--- src/rtl/crossbar_cfg_loader_if.sv ---
// crossbar_cfg_loader_if
//   Valid/ready beat channel that carries per-output select values from the
//   PE configuration controller into crossbar_cfg_loader.
//   Signals:
//     valid  - beat valid (controller -> loader)
//     data   - select value for the current output index (controller -> loader)
//     ready  - loader can accept a beat this cycle (loader -> controller)
//   Modports: master = configuration controller, slave = loader.

interface crossbar_cfg_loader_if #(
    parameter int SEL_W = 4
);
    logic             valid;
    logic [SEL_W-1:0] data;
    logic             ready;

    modport master (output valid, output data, input  ready);
    modport slave  (input  valid, input  data, output ready);
endinterface

--- src/rtl/crossbar_cfg_loader.sv ---
// crossbar_cfg_loader
//   Configuration-side driver for the PE routing crossbar. Select values are
//   streamed into a shadow bank one beat per output, range-checked against
//   NUM_INPUTS, and committed atomically to select_o once the whole set has
//   arrived, so routing never changes in the middle of a load.
//
//   Optional feature macro: CB_CFG_READBACK_EN
//     defined   - adds rd_idx_i / rd_data_o, a registered readback of the
//                 shadow bank (indices >= NUM_OUTPUTS read as 0).
//     undefined - no readback ports; the shadow bank is write-only.
//
//   Ports:
//     clk, rst_n  - clock, asynchronous active-low reset
//     start_i     - begin a load (honoured in IDLE only)
//     abort_i     - abandon the current load (honoured in LOAD only)
//     disable_i   - force cb_en_o low on the next edge
//     cfg         - beat channel (slave modport: valid, data in; ready out)
//     select_o    - active select bank, output k in bits [k*SEL_W +: SEL_W]
//     cb_en_o     - crossbar enable
//     busy_o      - high while in LOAD or COMMIT
//     done_o      - one-cycle pulse when a commit is applied
//     err_o       - sticky load-rejected flag, cleared by the next start

module crossbar_cfg_loader #(
    parameter  int NUM_INPUTS  = 14,
    parameter  int NUM_OUTPUTS = 16,
    localparam int SEL_W       = $clog2(NUM_INPUTS)
) (
    input  logic                         clk,
    input  logic                         rst_n,
    input  logic                         start_i,
    input  logic                         abort_i,
    input  logic                         disable_i,
    crossbar_cfg_loader_if.slave         cfg,
    output logic [NUM_OUTPUTS*SEL_W-1:0] select_o,
    output logic                         cb_en_o,
    output logic                         busy_o,
    output logic                         done_o,
    output logic                         err_o
`ifdef CB_CFG_READBACK_EN
    ,
    input  logic [$clog2(NUM_OUTPUTS)-1:0] rd_idx_i,
    output logic [SEL_W-1:0]               rd_data_o
`endif
);

    localparam int IDX_W = $clog2(NUM_OUTPUTS);
    localparam int CNT_W = $clog2(NUM_OUTPUTS + 1);

    // One extra bit so a power-of-two NUM_INPUTS does not truncate to 0.
    localparam logic [SEL_W:0]   IN_LIMIT = (SEL_W + 1)'(NUM_INPUTS);
    localparam logic [CNT_W-1:0] LAST_IDX = CNT_W'(NUM_OUTPUTS - 1);

    typedef enum logic [1:0] {
        IDLE,
        LOAD,
        COMMIT
    } state_t;

    state_t           state;
    logic [CNT_W-1:0] cnt;
    logic             load_err;
    logic [SEL_W-1:0] shadow [NUM_OUTPUTS];

    // Abort wins over a coincident beat: the beat is simply not taken.
    assign cfg.ready = (state == LOAD) && !abort_i;

    always_ff @(posedge clk or negedge rst_n) begin
        if (!rst_n) begin
            state    <= IDLE;
            cnt      <= '0;
            load_err <= 1'b0;
            select_o <= '0;
            cb_en_o  <= 1'b0;
            busy_o   <= 1'b0;
            done_o   <= 1'b0;
            err_o    <= 1'b0;
            for (int unsigned k = 0; k < NUM_OUTPUTS; k++) begin
                shadow[k] <= '0;
            end
        end else begin
            done_o <= 1'b0;

            case (state)
                IDLE: begin
                    if (start_i) begin
                        state    <= LOAD;
                        cnt      <= '0;
                        load_err <= 1'b0;
                        err_o    <= 1'b0;
                        busy_o   <= 1'b1;
                    end
                end

                LOAD: begin
                    if (abort_i) begin
                        state  <= IDLE;
                        busy_o <= 1'b0;
                    end else if (cfg.valid) begin
                        shadow[cnt[IDX_W-1:0]] <= cfg.data;
                        cnt                    <= cnt + 1'b1;
                        if ({1'b0, cfg.data} >= IN_LIMIT) begin
                            load_err <= 1'b1;
                        end
                        if (cnt == LAST_IDX) begin
                            state <= COMMIT;
                        end
                    end
                end

                COMMIT: begin
                    state  <= IDLE;
                    busy_o <= 1'b0;
                    if (load_err) begin
                        err_o <= 1'b1;
                    end else begin
                        for (int unsigned k = 0; k < NUM_OUTPUTS; k++) begin
                            select_o[k*SEL_W +: SEL_W] <= shadow[k];
                        end
                        cb_en_o <= 1'b1;
                        done_o  <= 1'b1;
                    end
                end

                default: begin
                    state  <= IDLE;
                    busy_o <= 1'b0;
                end
            endcase

            // Placed after the FSM so it overrides a same-cycle commit enable.
            if (disable_i) begin
                cb_en_o <= 1'b0;
            end
        end
    end

`ifdef CB_CFG_READBACK_EN
    always_ff @(posedge clk or negedge rst_n) begin
        if (!rst_n) begin
            rd_data_o <= '0;
        end else if (int'(rd_idx_i) < NUM_OUTPUTS) begin
            rd_data_o <= shadow[rd_idx_i];
        end else begin
            rd_data_o <= '0;
        end
    end
`endif

endmodule

--- src/flat_wrapper.sv ---
// flat-port wrapper written by rule: the top's interface ports become plain ports
module crossbar_cfg_loader_flat 
#(
    parameter  int NUM_INPUTS  = 14,
    parameter  int NUM_OUTPUTS = 16,
    localparam int SEL_W       = $clog2(NUM_INPUTS)
)
  (clk, rst_n, start_i, abort_i, disable_i, select_o, cb_en_o, busy_o, done_o, err_o, cfg_valid, cfg_data, cfg_ready);
  crossbar_cfg_loader_if #(.SEL_W(4)) cfg_i ();
  input  logic clk;
  input  logic rst_n;
  input  logic start_i;
  input  logic abort_i;
  input  logic disable_i;
  output logic [NUM_OUTPUTS*SEL_W-1:0] select_o;
  output logic cb_en_o;
  output logic busy_o;
  output logic done_o;
  output logic err_o;
  input wire logic [$bits(cfg_i.valid)-1:0] cfg_valid;
  input wire logic [$bits(cfg_i.data)-1:0] cfg_data;
  output wire logic [$bits(cfg_i.ready)-1:0] cfg_ready;
  assign cfg_i.valid = cfg_valid;
  assign cfg_i.data = cfg_data;
  assign cfg_ready = cfg_i.ready;
  crossbar_cfg_loader #(.NUM_INPUTS(NUM_INPUTS), .NUM_OUTPUTS(NUM_OUTPUTS)) u_core (.clk(clk), .rst_n(rst_n), .start_i(start_i), .abort_i(abort_i), .disable_i(disable_i), .cfg(cfg_i), .select_o(select_o), .cb_en_o(cb_en_o), .busy_o(busy_o), .done_o(done_o), .err_o(err_o));
endmodule
--- config.mk ---
export PLATFORM = sky130hd
export DESIGN_NAME = crossbar_cfg_loader_flat
export DESIGN_NICKNAME = d
export VERILOG_FILES = /design/src/rtl/crossbar_cfg_loader_if.sv /design/src/rtl/crossbar_cfg_loader.sv /design/src/flat_wrapper.sv
export SDC_FILE = /design/constraint.sdc
export NUM_CORES = 1
export LEC_CHECK = 0
export CAP_MARGIN = 20
export CORE_MARGIN = 5
export CORE_UTILIZATION = 55
export DETAILED_ROUTE_END_ITERATION = 8
export HOLD_SLACK_MARGIN = 0.08
export PLACE_DENSITY_LB_ADDON = 0.08
export SYNTH_ARGS = -nofsm -noshare
export SYNTH_HDL_FRONTEND = slang
export SYNTH_SLANG_ARGS = --single-unit
--- constraint.sdc ---
create_clock -name clk -period 3 [get_ports clk]
set_input_delay 0.6 -clock clk [delete_from_list [all_inputs] [get_ports clk]]
set_output_delay 0.6 -clock clk [all_outputs]
set_load 0.005 [all_outputs]
==> metrics, run 1 <==
Layout area overhead 27.63%; Clock Skew 0.01004 ns; Synth Instances 346; row cnt 37; Total Power 0.004410 W; Worst path slowest cell clkdlybuf4s50_1; Clock transition at path regs 0.06 ns; endpoints failing hold 0; non-filler cells in the finished layout 581; Power Density 614.8 nW/um^2; CP peak stage delay 0.54 ns; cell count along the critical path 3; Max VDD drop 0.3879 mV; H-tree depth 4; fmax 394.5 MHz; Internal 0.003462 W; endpoints failing setup 0; post-synthesis xor/xnor area fraction 0%; Core ar. 10,140 sq um; Die Ht 111.1 um; CP max FO 5; global-route wire length before repair 18,460 um; CTS root buf clkbuf_8; WS Path Type in -> out; Port Buffer Count 78; Die Wd 111.1 um; Crit. Startpoint abort_i; # diodes 0; crit path buf inv count 2; Setup crit start kind primary input; Yosys top cell area share 62.33%; Worst path top cell family by delay buffers and inverters; hold slack 0.5020 ns; Post-Synth Adder-Cell Area 1.113%; RR Startpoint u_core.cnt[0]$_DFFE_PN0P_; dpl hpwl 6696 um; worst-skew pair later-pin latency 0.52 ns; Vias per Instance 5.330; yosys warns 0; Seq/Total Area, Yosys 62.33%; vias in the first global route 3,483; multiplexer area fraction after synthesis 27.87%; Post-Synth Simple-Gate Area 5.766%; Post-Syn Nets 361; max-slew violation count 0; total grt overflow 0; Longest Clk Path Bufs 2; CP endpoint cfg_ready; RSZ-0062 raised after global routing false; largest family of logic cells by synthesized area multiplexers; gr usage total 18.90%; minimum clock period 2.535 ns; drt initial violations 177; Clock power frac 48.4%; post-synthesis compound-gate area fraction 1.002%; placed cells 548; Syn Area/Cell 16.24 sq um; DRC viols 0; post-synthesis register bit count 140; placer's final routability congestion estimate 0.7728; headroom to the max-slew limit 44.23%; Routed WL 10,640 um; status completed; R2R Path End u_core.shadow[1]$_DFFE_PN0P_; CTS Buf Count 17; io pins 79; Hold Path Class reg -> reg; Fin Setup TNS 0 ns; Comb pwr share 5.4%; largest net degree at the start of global routing 67; cell leakage power 3.474 nW; CP dominant cell by count clkdlybuf4s50_1; synthesized area 5620 sq um; worst reg-to-reg path cell count 4; Slew @ Worst Pin 0.8339 ns; Final period util 84.50%; largest area contributor in the netlist dfrtp_1; CP Capture Type primary output; Psw 0.0009483 W; WP data required 2.40 ns; Starting Density 55.44%; sequential power share 46.2%; CTS sink count 140; vias post-DR 3,097; max-cap violations 0; R2R setup slack 1.11 ns; CP arrival 1.94 ns; Synth area leaders dfrtp_1 62%, mux2_2 20%, mux2_4 7.5%; Final ANT Viol Nets 0; Pre-antenna DRT Iters 5; DR WL/cell 18.32 um; antenna violations before repair 0; share of cells above drive strength 1 38.65%; Switching Share 21.50%; CP Cell Sequence clkdlybuf4s50_1, nor3_1, clkdlybuf4s50_1; nets 447; CTS tree built; die area 12,340 sq um; Synth cell types 30
## per-stage QoR
step | worst slack [ns] | utilization (%) | cell area (sq um)
floorplan | 1.246 | - | 5620
global placement | 0.4601 | 64.67 | 6556
detailed placement | 0.4524 | 64.67 | 6556
CTS | 0.4524 | 70.75 | 7173
global route | 0.4224 | 70.75 | 7173
finish | 0.4649 | 70.75 | 7173
## cell type report
type,instances,area [sq um]
clock buffer,21,439.2
timing repair buffer,83,847.1
tap,136,170.2
sequential,140,3503
multi-input combinational,186,2031
clock inverter,11,167.7
inverter,4,15.01
fill,677,2965
## cells in the final DEF (no fill, tap or decap), drive strengths merged, types with 4 or more instances in the layout
cell type,netlist,routed
dfrtp,140,140
mux2,128,128
clkdlybuf4s50,0,77
clkbuf,6,21
nand3,16,16
nor2,6,6
ha,5,5
clkinv,0,5
buf,10,5
inv,4,4
nand2,4,4
bufinv,0,4
and2,4,4
## kinds of logic after synthesis
| logic type | Yosys count |
|---|---|
| DFF | 140 |
| muxes | 130 |
| and+or+nand+nor | 42 |
| buffers and inverters | 20 |
| AOI/OAI and AO/OA | 9 |
| adders and majority gates | 5 |
## flip-flops by register name, indices dropped and copies added, names as in the netlist
register,flops
u_core.select_o,64
u_core.err_o,1
u_core.state,2
u_core.cnt,5
u_core.busy_o,1
u_core.load_err,1
u_core.cb_en_o,1
u_core.shadow,64
u_core.done_o,1
## power by group through the flow
stage	clock, W	combinational (W)	sequential (W)
after global placement	0	0.000233	0.00207
after floorplan	0	0.000144	0.00205
final	0.00213	0.000238	0.00204
after CTS	0.00217	0.000244	0.00204
after detailed placement	0	0.000241	0.00207
after global routing	0.00228	0.000268	0.00205
## cells in the mapped netlist (all sizes together)
cell	n
a21oi	3
and3	1
o41ai	1
o2bb2ai	1
nand4bb	1
nor3b	1
mux2	128
clkbuf	6
dfrtp	140
nand2	4
buf	10
a22o	1
and2	4
nand2b	2
nor3	1
inv	4
or3b	1
nand4	2
mux2i	2
o21ai	3
nand3	16
nor4bb	1
nor2	6
ha	5
and2b	2
## layer usage
layer  routed length, um  up-vias  track usage, %
li1                    -     1408               -
met1                4684     1592           24.62
met2                5242       76           29.29
met3                 522       21           6.059
met4                 193        0           8.191
met5                   0        -               0
## worst min-delay path by stage
| stage | from | end | slack (ns) | cells past startpoint |
|---|---|---|---|---|
| after floorplan | rst_n | u_core.busy_o$_DFFE_PN0P_ | 0.30 | 0 |
| after global placement | u_core.cnt[4]$_DFFE_PN0P_ | u_core.cnt[4]$_DFFE_PN0P_ | 0.47 | 1 |
| after detailed placement | u_core.shadow[2]$_DFFE_PN0P_ | u_core.select_o[62]$_DFFE_PN0P_ | 0.49 | 1 |
| after CTS | u_core.shadow[1]$_DFFE_PN0P_ | u_core.select_o[61]$_DFFE_PN0P_ | 0.50 | 1 |
| after global routing | u_core.shadow[1]$_DFFE_PN0P_ | u_core.select_o[61]$_DFFE_PN0P_ | 0.51 | 1 |
| final | u_core.shadow[1]$_DFFE_PN0P_ | u_core.select_o[61]$_DFFE_PN0P_ | 0.50 | 1 |
## timing repair
item	in CTS	in global routing
gates resized for setup	0	0
hold buffers	1	0
setup buffers	0	0
endpoints found under the hold margin	47	0
No activity file was read; power rests on OpenSTA's default activity.
==> run 2, diff against run 1 <==
--- a/config.mk
+++ b/config.mk
@@ -7,7 +7,7 @@
 export LEC_CHECK = 0
 export CAP_MARGIN = 20
 export CORE_MARGIN = 5
-export CORE_UTILIZATION = 55
+export CORE_UTILIZATION = 54
 export DETAILED_ROUTE_END_ITERATION = 8
 export HOLD_SLACK_MARGIN = 0.08
 export PLACE_DENSITY_LB_ADDON = 0.08
==> constraint.sdc (replaced) <==
create_clock -name clk -period 2.7 [get_ports clk]
set_input_delay 0.54 -clock clk [delete_from_list [all_inputs] [get_ports clk]]
set_output_delay 0.54 -clock clk [all_outputs]
set_load 0.005 [all_outputs]
==> run 2 against run 1 <==
Critical path depth did not move. Clock power rose by 13%. Total power rose by 12%. Sequential cell count did not move. Setup slack got worse by 0.17 ns. Non-clock buffer count rose by 2. Critical endpoint unchanged.
==> metrics, run 2 (synthesis results as in run 1) <==
status completed; # diodes 0; antenna violations before repair 0; nets 449; Placement Cell Area 6571 sq um; Longest Clk Path Bufs 2; gr usage total 17.66%; CP Capture Type primary output; Top Registers u_core.select_o x64, u_core.shadow x64, u_core.cnt x5; endpoints failing hold 0; drt initial violations 135; dpl hpwl 6731 um; CTS sink count 140; io pins 79; pre-CTS setup slack 0.2889 ns; Vias per Instance 5.297; H-tree depth 4; headroom to the max-slew limit 44.19%; Die Wd 112.0 um; Slew @ Worst Pin 0.8346 ns; Core ar. 10,230 sq um; DR WL/cell 17.60 um; leading cell type in the layout, fill and taps excluded dfrtp_1; vias in the first global route 3,395; share of cells above drive strength 1 39.15%; Clock transition at path regs 0.06 ns; worst-skew pair later-pin latency 0.51 ns; row cnt 37; max-slew violation count 0; minimum clock period 2.406 ns; Hold Path Class reg -> reg; DRC viols 0; vias post-DR 3,088; RSZ-0062 raised after global routing false; Port Buffer Count 78; largest net degree at the start of global routing 67; Setup crit start kind register; CP max FO 6; cell leakage power 3.485 nW; Max VDD drop 0.5349 mV; WP data required 2.16 ns; total grt overflow 0; CP arrival 1.87 ns; Power Density 686.7 nW/um^2; CTS tree built; Pre-antenna DRT Iters 4; WS Path Type reg -> out; Routed WL 10,260 um; Clock Skew 0.005954 ns; Final period util 89.11%; commonest cells after routing, fill and taps aside 140 x dfrtp_1, 100 x mux2_2, 77 x clkdlybuf4s50_1; endpoints failing setup 0; Layout area overhead 28.16%; CTS root buf clkbuf_8; die area 12,550 sq um; final worst slack 0.2941 ns; global-route wire length before repair 17,440 um; placer's final routability congestion estimate 0.7990; CTS Buf Count 17; Die Ht 112.0 um; fmax 415.6 MHz; Final ANT Viol Nets 0; max-cap violations 0; post-route cell area 7203 sq um; Fin Setup TNS 0 ns; Starting Density 54.93%
run 2: cell type report:
cell class,instances,area (sq um)
clock inverters,12,186.4
inverters,4,15.01
well taps,136,170.2
repair buffers,85,862.1
flip-flops and latches,140,3503
multi-input cells,186,2031
fillers,724,3028
clock buffers,20,435.4
run 2: per-stage QoR:
step                      hold slack, ns  power (W)  util [%]  instances
after floorplan                   0.2444   0.002435         -        346
after global placement            0.4767   0.002557     64.23        550
after detailed placement          0.4740   0.002573     64.23        550
after CTS                         0.4924   0.005001     70.40        583
after global routing              0.5171   0.005150     70.40        583
final                             0.4926   0.004947     70.40        583
run 2: final timing paths:
| kind | from | to | slack (ns) | cells past startpoint |
|---|---|---|---|---|
| hold reg to reg | u_core.cnt[4]$_DFFE_PN0P_ | u_core.cnt[4]$_DFFE_PN0P_ | 0.49 | 1 |
| setup / recovery | u_core.state[0]$_DFFE_PN0P_ | cfg_ready | 0.29 | 3 |
| hold / removal | u_core.cnt[4]$_DFFE_PN0P_ | u_core.cnt[4]$_DFFE_PN0P_ | 0.49 | 1 |
| min in group asynchronous | rst_n | u_core.select_o[25]$_DFFE_PN0P_ | 0.59 | 2 |
| setup reg to reg | u_core.cnt[0]$_DFFE_PN0P_ | u_core.state[0]$_DFFE_PN0P_ | 0.85 | 5 |
| max in group asynchronous | rst_n | u_core.shadow[4]$_DFFE_PN0P_ | 1.39 | 3 |
run 2: timing repair:
action / CTS / global route
buffers inserted: 0 / 0
gates resized for setup: 0 / 0
endpoints found under the hold margin: 64 / 0
hold buffers: 1 / 0
run 2: where the power goes:
group | internal [W] | total, W | switching (W)
Sequential | 0.00220 | 0.00227 | 0.0000644
Combinational | 0.000127 | 0.000269 | 0.000142
Clock | 0.00154 | 0.00241 | 0.000876
run 2: critical path: stages, from the launching register on:
cell	delay [ns]
dfrtp_1	0.47
inv_1	0.13
nor3_1	0.22
clkdlybuf4s50_1	0.54
run 2: layer usage:
| layer | part of all wire (%) | vias up | GRT usage, % | routed length (um) |
|---|---|---|---|---|
| met4 | 1.3 | 0 | 5.769 | 130 |
| met3 | 3.8 | 10 | 4.690 | 395 |
| li1 | - | 1409 | - | - |
| met5 | 0 | - | 0 | 0 |
| met1 | 46 | 1599 | 23.90 | 4763 |
| met2 | 48 | 70 | 28.14 | 4972 |
==> run 3, diff against run 2 <==
--- a/config.mk
+++ b/config.mk
@@ -10,6 +10,7 @@
 export CORE_UTILIZATION = 54
 export DETAILED_ROUTE_END_ITERATION = 8
 export HOLD_SLACK_MARGIN = 0.08
+export MAX_ROUTING_LAYER = met4
 export PLACE_DENSITY_LB_ADDON = 0.08
 export SYNTH_ARGS = -nofsm -noshare
 export SYNTH_HDL_FRONTEND = slang
==> constraint.sdc (replaced) <==
create_clock -name clk -period 2.7 [get_ports clk]
set_input_delay 0.54 -clock clk [delete_from_list [all_inputs] [get_ports clk]]
set_output_delay 0.54 -clock clk [all_outputs]
set_load 0.05 [all_outputs]
==> run 3 against run 2 <==
Total power shrank 2.0%. Utilization is 0.16 points lower. Register-to-register slack worse by 0.09 ns. Critical endpoint is now select_o[61]. Largest cell class unchanged. Highest routed layer unchanged.
==> metrics, run 3 (synthesis results as in run 1) <==
max-slew violation count 0; Longest Clk Path Bufs 2; post-route cell area 7187 sq um; Clock transition at path regs 0.06 ns; worst reg-to-reg path cell count 3; leading cell type in the layout, fill and taps excluded dfrtp_1; Pre-antenna DRT Iters 4; placer's final routability congestion estimate 0.8210; dpl hpwl 6657 um; CTS tree built; antenna violations before repair 0; gr usage total 18.63%; Worst path top cell family by delay buffers and inverters; post-CTS sizing 0; fmax 446.6 MHz; final worst slack 0.4608 ns; Vias per Instance 5.341; sequential power share 46.7%; share of cells above drive strength 1 39.33%; Hold Crit Depth 2; Die Wd 112.0 um; Port Buffer Count 78; drt initial violations 104; status completed; # hold bufs at CTS 1; Placement Cell Area 6594 sq um; CP Cell Sequence clkdlybuf4s50_1; max-cap violations 0; DRC viols 0; CP Capture Type primary output; headroom to the max-slew limit 44.45%; Max VDD drop 0.3544 mV; Slew @ Worst Pin 0.8306 ns; H-tree depth 4; nets 449; Layout area overhead 27.87%; CP arrival 1.70 ns; vias post-DR 3,103; Hold Path Class reg -> reg; crit path buf inv count 1; commonest cells after routing, fill and taps aside 140 x dfrtp_1, 100 x mux2_2, 76 x clkdlybuf4s50_1; Clock Skew 0.007003 ns; cell leakage power 3.477 nW; Final ANT Viol Nets 0; CTS root buf clkbuf_8; Die Ht 112.0 um; row cnt 37; largest net degree at the start of global routing 76; cell count along the critical path 1; vias in the first global route 3,365; Core ar. 10,230 sq um; worst-skew pair later-pin latency 0.51 ns; CP peak stage delay 0.84 ns; Setup crit start kind register; Clock power frac 47.3%; pre-CTS setup slack 0.2630 ns; Routed WL 10,550 um; io pins 79; Fin Setup TNS 0 ns; Post CTS Setup Buffer Count 0; Power Density 674.6 nW/um^2; Comb pwr share 6.0%; Final period util 82.93%; Starting Density 54.93%; DR WL/cell 18.17 um; RSZ-0062 raised after global routing false; die area 12,550 sq um; Top Registers u_core.select_o x64, u_core.shadow x64, u_core.cnt x5; WS Path Type reg -> out; Switching Share 22.80%; Psw 0.001106 W; endpoints failing setup 0; global-route wire length before repair 17,810 um; # diodes 0; Total Power 0.004848 W; Worst path slowest cell clkdlybuf4s50_1; total grt overflow 0; WP data required 2.16 ns; Internal 0.003743 W; minimum clock period 2.239 ns; CP max FO 2; CTS sink count 140; endpoints failing hold 0; CTS Buf Count 17
## run 3: changes by cell type in the layout (fill, tap and decap cells not counted)
cell / delta
clkbuf_1: -1
buf_4: -1
bufinv_16: -1
clkdlybuf4s50_1: -1
clkbuf_8: -1
buf_12: +2
inv_6: +1
## run 3: area by class of cell
cell class	instances	area, sq um
inverter	4	15.01
sequential	140	3503
timing repair buffer	85	884.6
clock inverter	12	165.2
multi-input combinational	186	2031
clock buffer	18	417.9
tap	136	170.2
fill	698	3044
## run 3: power by group through the flow
stage | Clock (W) | Combinational (W) | Sequential (W)
2_1_floorplan | 0 | 0.000165 | 0.00229
3_3_place_gp | 0 | 0.000284 | 0.00230
3_5_place_dp | 0 | 0.000293 | 0.00230
4_1_cts | 0.00235 | 0.000300 | 0.00226
5_1_grt | 0.00245 | 0.000325 | 0.00227
6_report | 0.00229 | 0.000293 | 0.00226
## run 3: worst paths after layout
| kind | startpoint | end | slack, ns |
|---|---|---|---|
| hold reg to reg | u_core.cb_en_o$_DFFE_PN0P_ | u_core.cb_en_o$_DFFE_PN0P_ | 0.50 |
| hold / removal | u_core.cb_en_o$_DFFE_PN0P_ | u_core.cb_en_o$_DFFE_PN0P_ | 0.50 |
| max in group asynchronous | rst_n | u_core.shadow[7]$_DFFE_PN0P_ | 1.40 |
| setup / recovery | u_core.select_o[61]$_DFFE_PN0P_ | select_o[61] | 0.46 |
| setup reg to reg | u_core.state[1]$_DFFE_PN0P_ | u_core.select_o[46]$_DFFE_PN0P_ | 0.76 |
| min in group asynchronous | rst_n | u_core.select_o[22]$_DFFE_PN0P_ | 0.62 |
## run 3: per-layer routing
| layer | track usage (%) | wire length (um) | vias up |
|---|---|---|---|
| met5 | - | 0 | - |
| met4 | 5.369 | 76 | 0 |
| met3 | 4.744 | 350 | 6 |
| met2 | 28.26 | 5135 | 74 |
| met1 | 25.25 | 4991 | 1614 |
| li1 | - | - | 1409 |
## run 3: per-stage QoR
step	hold WS (ns)	instances	util [%]
after floorplan	0.2444	346	-
after global placement	0.4757	550	64.45
after detailed placement	0.4808	550	64.45
after CTS	0.4946	581	70.25
after global routing	0.4996	581	70.25
final	0.4988	581	70.25
==> variant 1 (config.mk and constraints of run 1) <==
The 3 states of `state_t` get a one-hot encoding in 3 bits.
--- a/src/rtl/crossbar_cfg_loader.sv
+++ b/src/rtl/crossbar_cfg_loader.sv
@@ -53,6 +53,6 @@
 
-    typedef enum logic [1:0] {
-        IDLE,
-        LOAD,
-        COMMIT
+    typedef enum logic [2:0] {
+        IDLE   = 3'b001,
+        LOAD   = 3'b010,
+        COMMIT = 3'b100
     } state_t;
Check against the original RTL: same outputs for any inputs over 10 cycles, from zero or initial values and one cycle with rst_n low; not proved beyond that.
==> variant 1 against run 1 <==
  * Global-route usage is 0.34 points higher
  * Cell count is 1.9% higher
  * Hold slack worse by 0.0023 ns
  * Sequential share of layout area is 0.97 points higher
  * Design area is 1.2% lower
  * Register-to-register slack worse by 0.24 ns
  * Fmax is 1.6% lower
  * Wire length is 3.5% higher
  * Setup slack worse by 0.041 ns
  * Sequential cell count is 1 higher
  * Clock skew is 0.00097 ns lower
  * Total power is 3.9% lower
  * Synthesized area is 0.69% lower
  * Largest cell class unchanged
  * Largest power group is now sequential cells
  * Highest routed layer unchanged
==> variant 1: results (changes against run 1) <==
| Metric | Value |
|---|---|
| Regs by FF count | `u_core.select_o (64), u_core.shadow (64), u_core.cnt (5)` |
| Critical path's largest stage delay | `0.58 ns (+0.04 ns)` |
| Layout cells sized above 1 | `0.377 (-0.00961)` |
| Placed Instances | `559 (+2.0%)` |
| Routability-driven placement congestion ratio | `0.800 (+3.5%)` |
| Total track usage | `0.192 (+0.00340)` |
| Vias post-DR | `3286 (+6.1%)` |
| Critical-path top delay cell | `dfrtp_1` |
| Avg Cell Area, Syn | `15.4 um^2 (-5.3%)` |
| Post-Place Worst Slack | `0.434 ns (-0.0187 ns)` |
| Placed cell area | `6510 um^2 (-0.73%)` |
| Sw frac | `0.226 (+0.0114)` |
| Final cell count without fillers | `592 (+1.9%)` |
| First-pass DRT Iterations | `4 (-1)` |
| Fill cells | `680 (+0.44%)` |
| Number of distinct library cells after synthesis | `34 (+13%)` |
| Drt wl/cell | `18.6 um (+1.6%)` |
| Number of global-route vias before repair | `3508 (+0.72%)` |
| Status | `finished, final reports clean` |
| Largest net degree at the start of global routing | `69 (+3.0%)` |
| First-pass GRT wire length | `18600 um (+0.82%)` |
| Dpl hpwl | `7100 um (+6.1%)` |
| Detailed Route Iter0 Violations | `121 (-32%)` |
| Pleak | `0.00341 uW (-1.9%)` |
| Worst Path Max Fanout | `12 (+7)` |
| Worst skew pair latency | `between 0.5 and 0.6 ns` |
| Layout Skew | `0.00907 ns (-0.000973 ns)` |
| H-tree Lvls | `4 (unchanged)` |
| Nets@finish | `461 (+3.1%)` |
variant 1: cell families after synthesis:
kind of cell / after synthesis / synth area share
compound gates: 17 / 0.0186
simple gates: 44 / 0.0585
buf+inv: 28 / 0.0211
mux: 128 / 0.258
flops: 141 / 0.632
fa+ha+maj: 5 / 0.0112
variant 1: cell type report:
cell class / instances / share of cell area
Clock buffer: 21 / 0.0634
Clock inverter: 11 / 0.0166
Multi-Input combinational cell: 194 / 0.274
Timing Repair Buffer: 86 / 0.121
Inverter: 6 / 0.00318
Sequential cell: 141 / 0.498
Tap cell: 133 / 0.0235
variant 1: stage by stage:
step / utilization / power (uW)
final: 0.722 / 4240
after global routing: 0.722 / 4390
after CTS: 0.722 / 4290
after detailed placement: 0.663 / 2280
after global placement: 0.663 / 2270
after floorplan: - / 2160
variant 1: path summary, 6_finish.rpt:
kind	from	to	slack, ns	cells after the start
worst max-delay path	u_core.state[1]	cfg_ready	0.42	2
worst min register to register	u_core.shadow[47]	u_core.shadow[47]	0.50	1
min in group asynchronous	rst_n	u_core.shadow[37]	0.63	2
max in group asynchronous	rst_n	u_core.shadow[26]	1.60	3
worst max register to register	u_core.state[1]	u_core.shadow[31]	0.87	3
worst min-delay path	u_core.shadow[47]	u_core.shadow[47]	0.50	1
variant 1: power groups by stage:
stage	combinational [uW]	sequential [uW]	clock [uW]
after floorplan	128	2030	0
after global placement	215	2050	0
after detailed placement	223	2060	0
after CTS	227	2030	2030
after global routing	244	2040	2110
final	221	2030	1990
variant 1: routing by layer:
layer  up-vias  wire [um]  global-route usage
li1       1472          -                   -
met1      1729       4750               0.243
met2        70       5630               0.310
met3        15        476              0.0644
met4         0        161              0.0714
met5         -          0                   0
variant 1: worst max-delay path: cells and delay by family, from the launching register on:
kind | cells | cell delay, ns
buf+inv | 1 | 0.55
flops | 1 | 0.58
simple gates | 1 | 0.31
variant 1: repair_timing:
action / 4_1_cts / 5_1_grt
hold buffers: 1 / 0
resized for setup: 0 / 0
endpoints found under the hold margin: 29 / 0
==> variant 2 (settings of run 1) <==
Without the edit above. `NUM_INPUTS` is set to 14 in 2 places; all go to 13.
--- a/src/rtl/crossbar_cfg_loader.sv
+++ b/src/rtl/crossbar_cfg_loader.sv
@@ -24,3 +24,3 @@
 module crossbar_cfg_loader #(
-    parameter  int NUM_INPUTS  = 14,
+    parameter  int NUM_INPUTS  = 13,
     parameter  int NUM_OUTPUTS = 16,
--- a/src/flat_wrapper.sv
+++ b/src/flat_wrapper.sv
@@ -3,3 +3,3 @@
 #(
-    parameter  int NUM_INPUTS  = 14,
+    parameter  int NUM_INPUTS  = 13,
     parameter  int NUM_OUTPUTS = 16,
Formal check against the unedited RTL: same outputs for any inputs over 10 cycles, from zero or initial values and one cycle with rst_n low; that may be too few to reach the edited logic, so the function may still have changed.
==> variant 2 against run 1 <==
  * Wire length is 1.5% lower
  * Sequential cell count stayed put
  * Critical path depth stayed put
  * Synthesized area is 0.45% higher
  * Setup slack worse by 0.031 ns
  * Core utilization is 0.59 points lower
  * Total power is 5.6% lower
  * Design area is 0.38% lower
  * Critical endpoint unchanged
  * Largest cell class unchanged
  * Highest routed layer unchanged
==> variant 2: results (changes against run 1) <==
| Metric | Value |
|---|---|
| Status | `finished, final reports clean` |
| Root Buffer | `clkbuf_8` |
| Gates resized, CTS repair | `0 (unchanged)` |
| Total track usage | `0.177 (-0.0121)` |
| Post-CTS Setup Repair Bufs | `0 (unchanged)` |
| Fill cells | `724 (+6.9%)` |
| Pleak | `0.00346 uW (-0.29%)` |
| Regs by FF count | `u_core.select_o (64), u_core.shadow (64), u_core.cnt (5)` |
| Layout cells sized above 1 | `0.397 (+0.0104)` |
| Antenna-violating nets left | `0 (unchanged)` |
| Worst Path Arrival | `1.97 ns (+0.03 ns)` |
| Routability-driven placement congestion ratio | `0.784 (+1.5%)` |
| First-pass DRT Iterations | `4 (-1)` |
| Synth async-reset ratio | `1.00 (unchanged)` |
| Synth warn | `0 (unchanged)` |
| Measured slew at the worst slew-check pin | `0.714 ns (-0.120 ns)` |
| Worst Path Max Fanout | `6 (+1)` |
| Sequential cell area fraction in the yosys report | `0.621 (-0.00276)` |
| Number of global-route vias before repair | `3383 (-2.9%)` |
| Placed Instances | `555 (+1.3%)` |
| Nets@finish | `453 (+1.3%)` |
| Largest net degree at the start of global routing | `81 (+21%)` |
| Final setup TNS | `0 ns (unchanged)` |
| CTS clk-pin slew, worst paths | `0.06 ns (about the same)` |
| DRT Wirelength | `10500 um (-1.5%)` |
| Post-Synthesis Net Count | `363 (+0.55%)` |
| Via density | `5.34 (about the same)` |
| Worst skew pair latency | `0.51 ns` |
| Post-synth top cells | `140 x dfrtp_1, 100 x mux2_2, 28 x mux2_4, 9 x nand3_1` |
| H-tree Lvls | `4 (unchanged)` |
| Top cells by area in the synthesized netlist | `dfrtp_1 62%, mux2_2 20%, mux2_4 7.4%, nand3_4 2.2%, ha_1 1.1%` |
| Longest Clk Path Bufs | `2 (unchanged)` |
| Min-delay worst type | `input pin to asynchronous set/reset pin` |
| Dpl hpwl | `6710 um (+0.20%)` |
| Initial antenna violation count | `0 (unchanged)` |
| Avg Cell Area, Syn | `16.2 um^2 (-0.13%)` |
| Total CTS buffers | `17 (unchanged)` |
| Detailed Route Iter0 Violations | `145 (-18%)` |
| Diodes inserted | `0 (unchanged)` |
| Layout Skew | `0.0124 ns (+0.00237 ns)` |
| First-pass GRT wire length | `17500 um (-5.2%)` |
| Worst vdd ir | `324 uV (-17%)` |
| Vias post-DR | `3132 (+1.1%)` |
| Number of port buffers | `78 (unchanged)` |
| Number of distinct library cells after synthesis | `34 (+13%)` |
variant 2: worst max-delay path: stages:
cell and delay (ns):
clkdlybuf4s50_1 0.52, nor3_1 0.30, clkdlybuf4s50_1 0.55
variant 2: kinds of logic (layout without fill, tap and decap cells):
group                    after synthesis  in the layout  share of synthesized area
buffers and inverters                 19            122                     0.0197
adder cells (fa/ha/maj)                5              5                     0.0111
AO/OA/AOI/OAI                         12             12                     0.0142
flip-flops                           140            140                      0.621
multiplexers                         130            130                      0.277
AND/OR/NAND/NOR                       42             42                     0.0570
variant 2: layer usage:
layer / GRT usage / up-vias / share of wire
li1: - / 1426 / -
met1: 0.245 / 1622 / 0.47
met2: 0.275 / 68 / 0.48
met3: 0.0442 / 16 / 0.034
met4: 0.0633 / 0 / 0.015
met5: 0 / - / 0
variant 2: path summary, 6_finish.rpt:
| check | from | endpoint | slack, ns | cells past startpoint |
|---|---|---|---|---|
| max in group asynchronous | rst_n | u_core.select_o[63] | 2.11 | 2 |
| min in group clk | u_core.cnt[4] | u_core.cnt[4] | 0.49 | 1 |
| hold / removal | rst_n | u_core.select_o[21] | 0.13 | 1 |
| hold reg to reg | u_core.cnt[4] | u_core.cnt[4] | 0.49 | 1 |
| setup / recovery | abort_i | cfg_ready | 0.43 | 3 |
| setup reg to reg | u_core.state[1] | u_core.select_o[54] | 1.10 | 3 |
variant 2: cell type report:
type                            count  area, um^2  share of cell area
Sequential cell                   140        3500               0.490
Clock inverter                     13         106              0.0149
Multi-Input combinational cell    189        2050               0.287
Clock buffer                       19         432              0.0604
Inverter                            4        15.0             0.00210
Timing Repair Buffer               86         867               0.121
Tap cell                          136         170              0.0238
variant 2: through the flow:
step,instance area (um^2),setup WS [ns],utilization
floorplan,5650,1.27,-
global placement,6610,0.487,0.649
detailed placement,6610,0.426,0.649
CTS,7150,0.422,0.702
global route,7150,0.305,0.702
finish,7150,0.434,0.702
variant 2: report_power, final:
group / internal, uW / switching, uW
clock: 1050 / 815
combinational: 119 / 128
sequential: 1980 / 65.0
total: 3150 / 1010
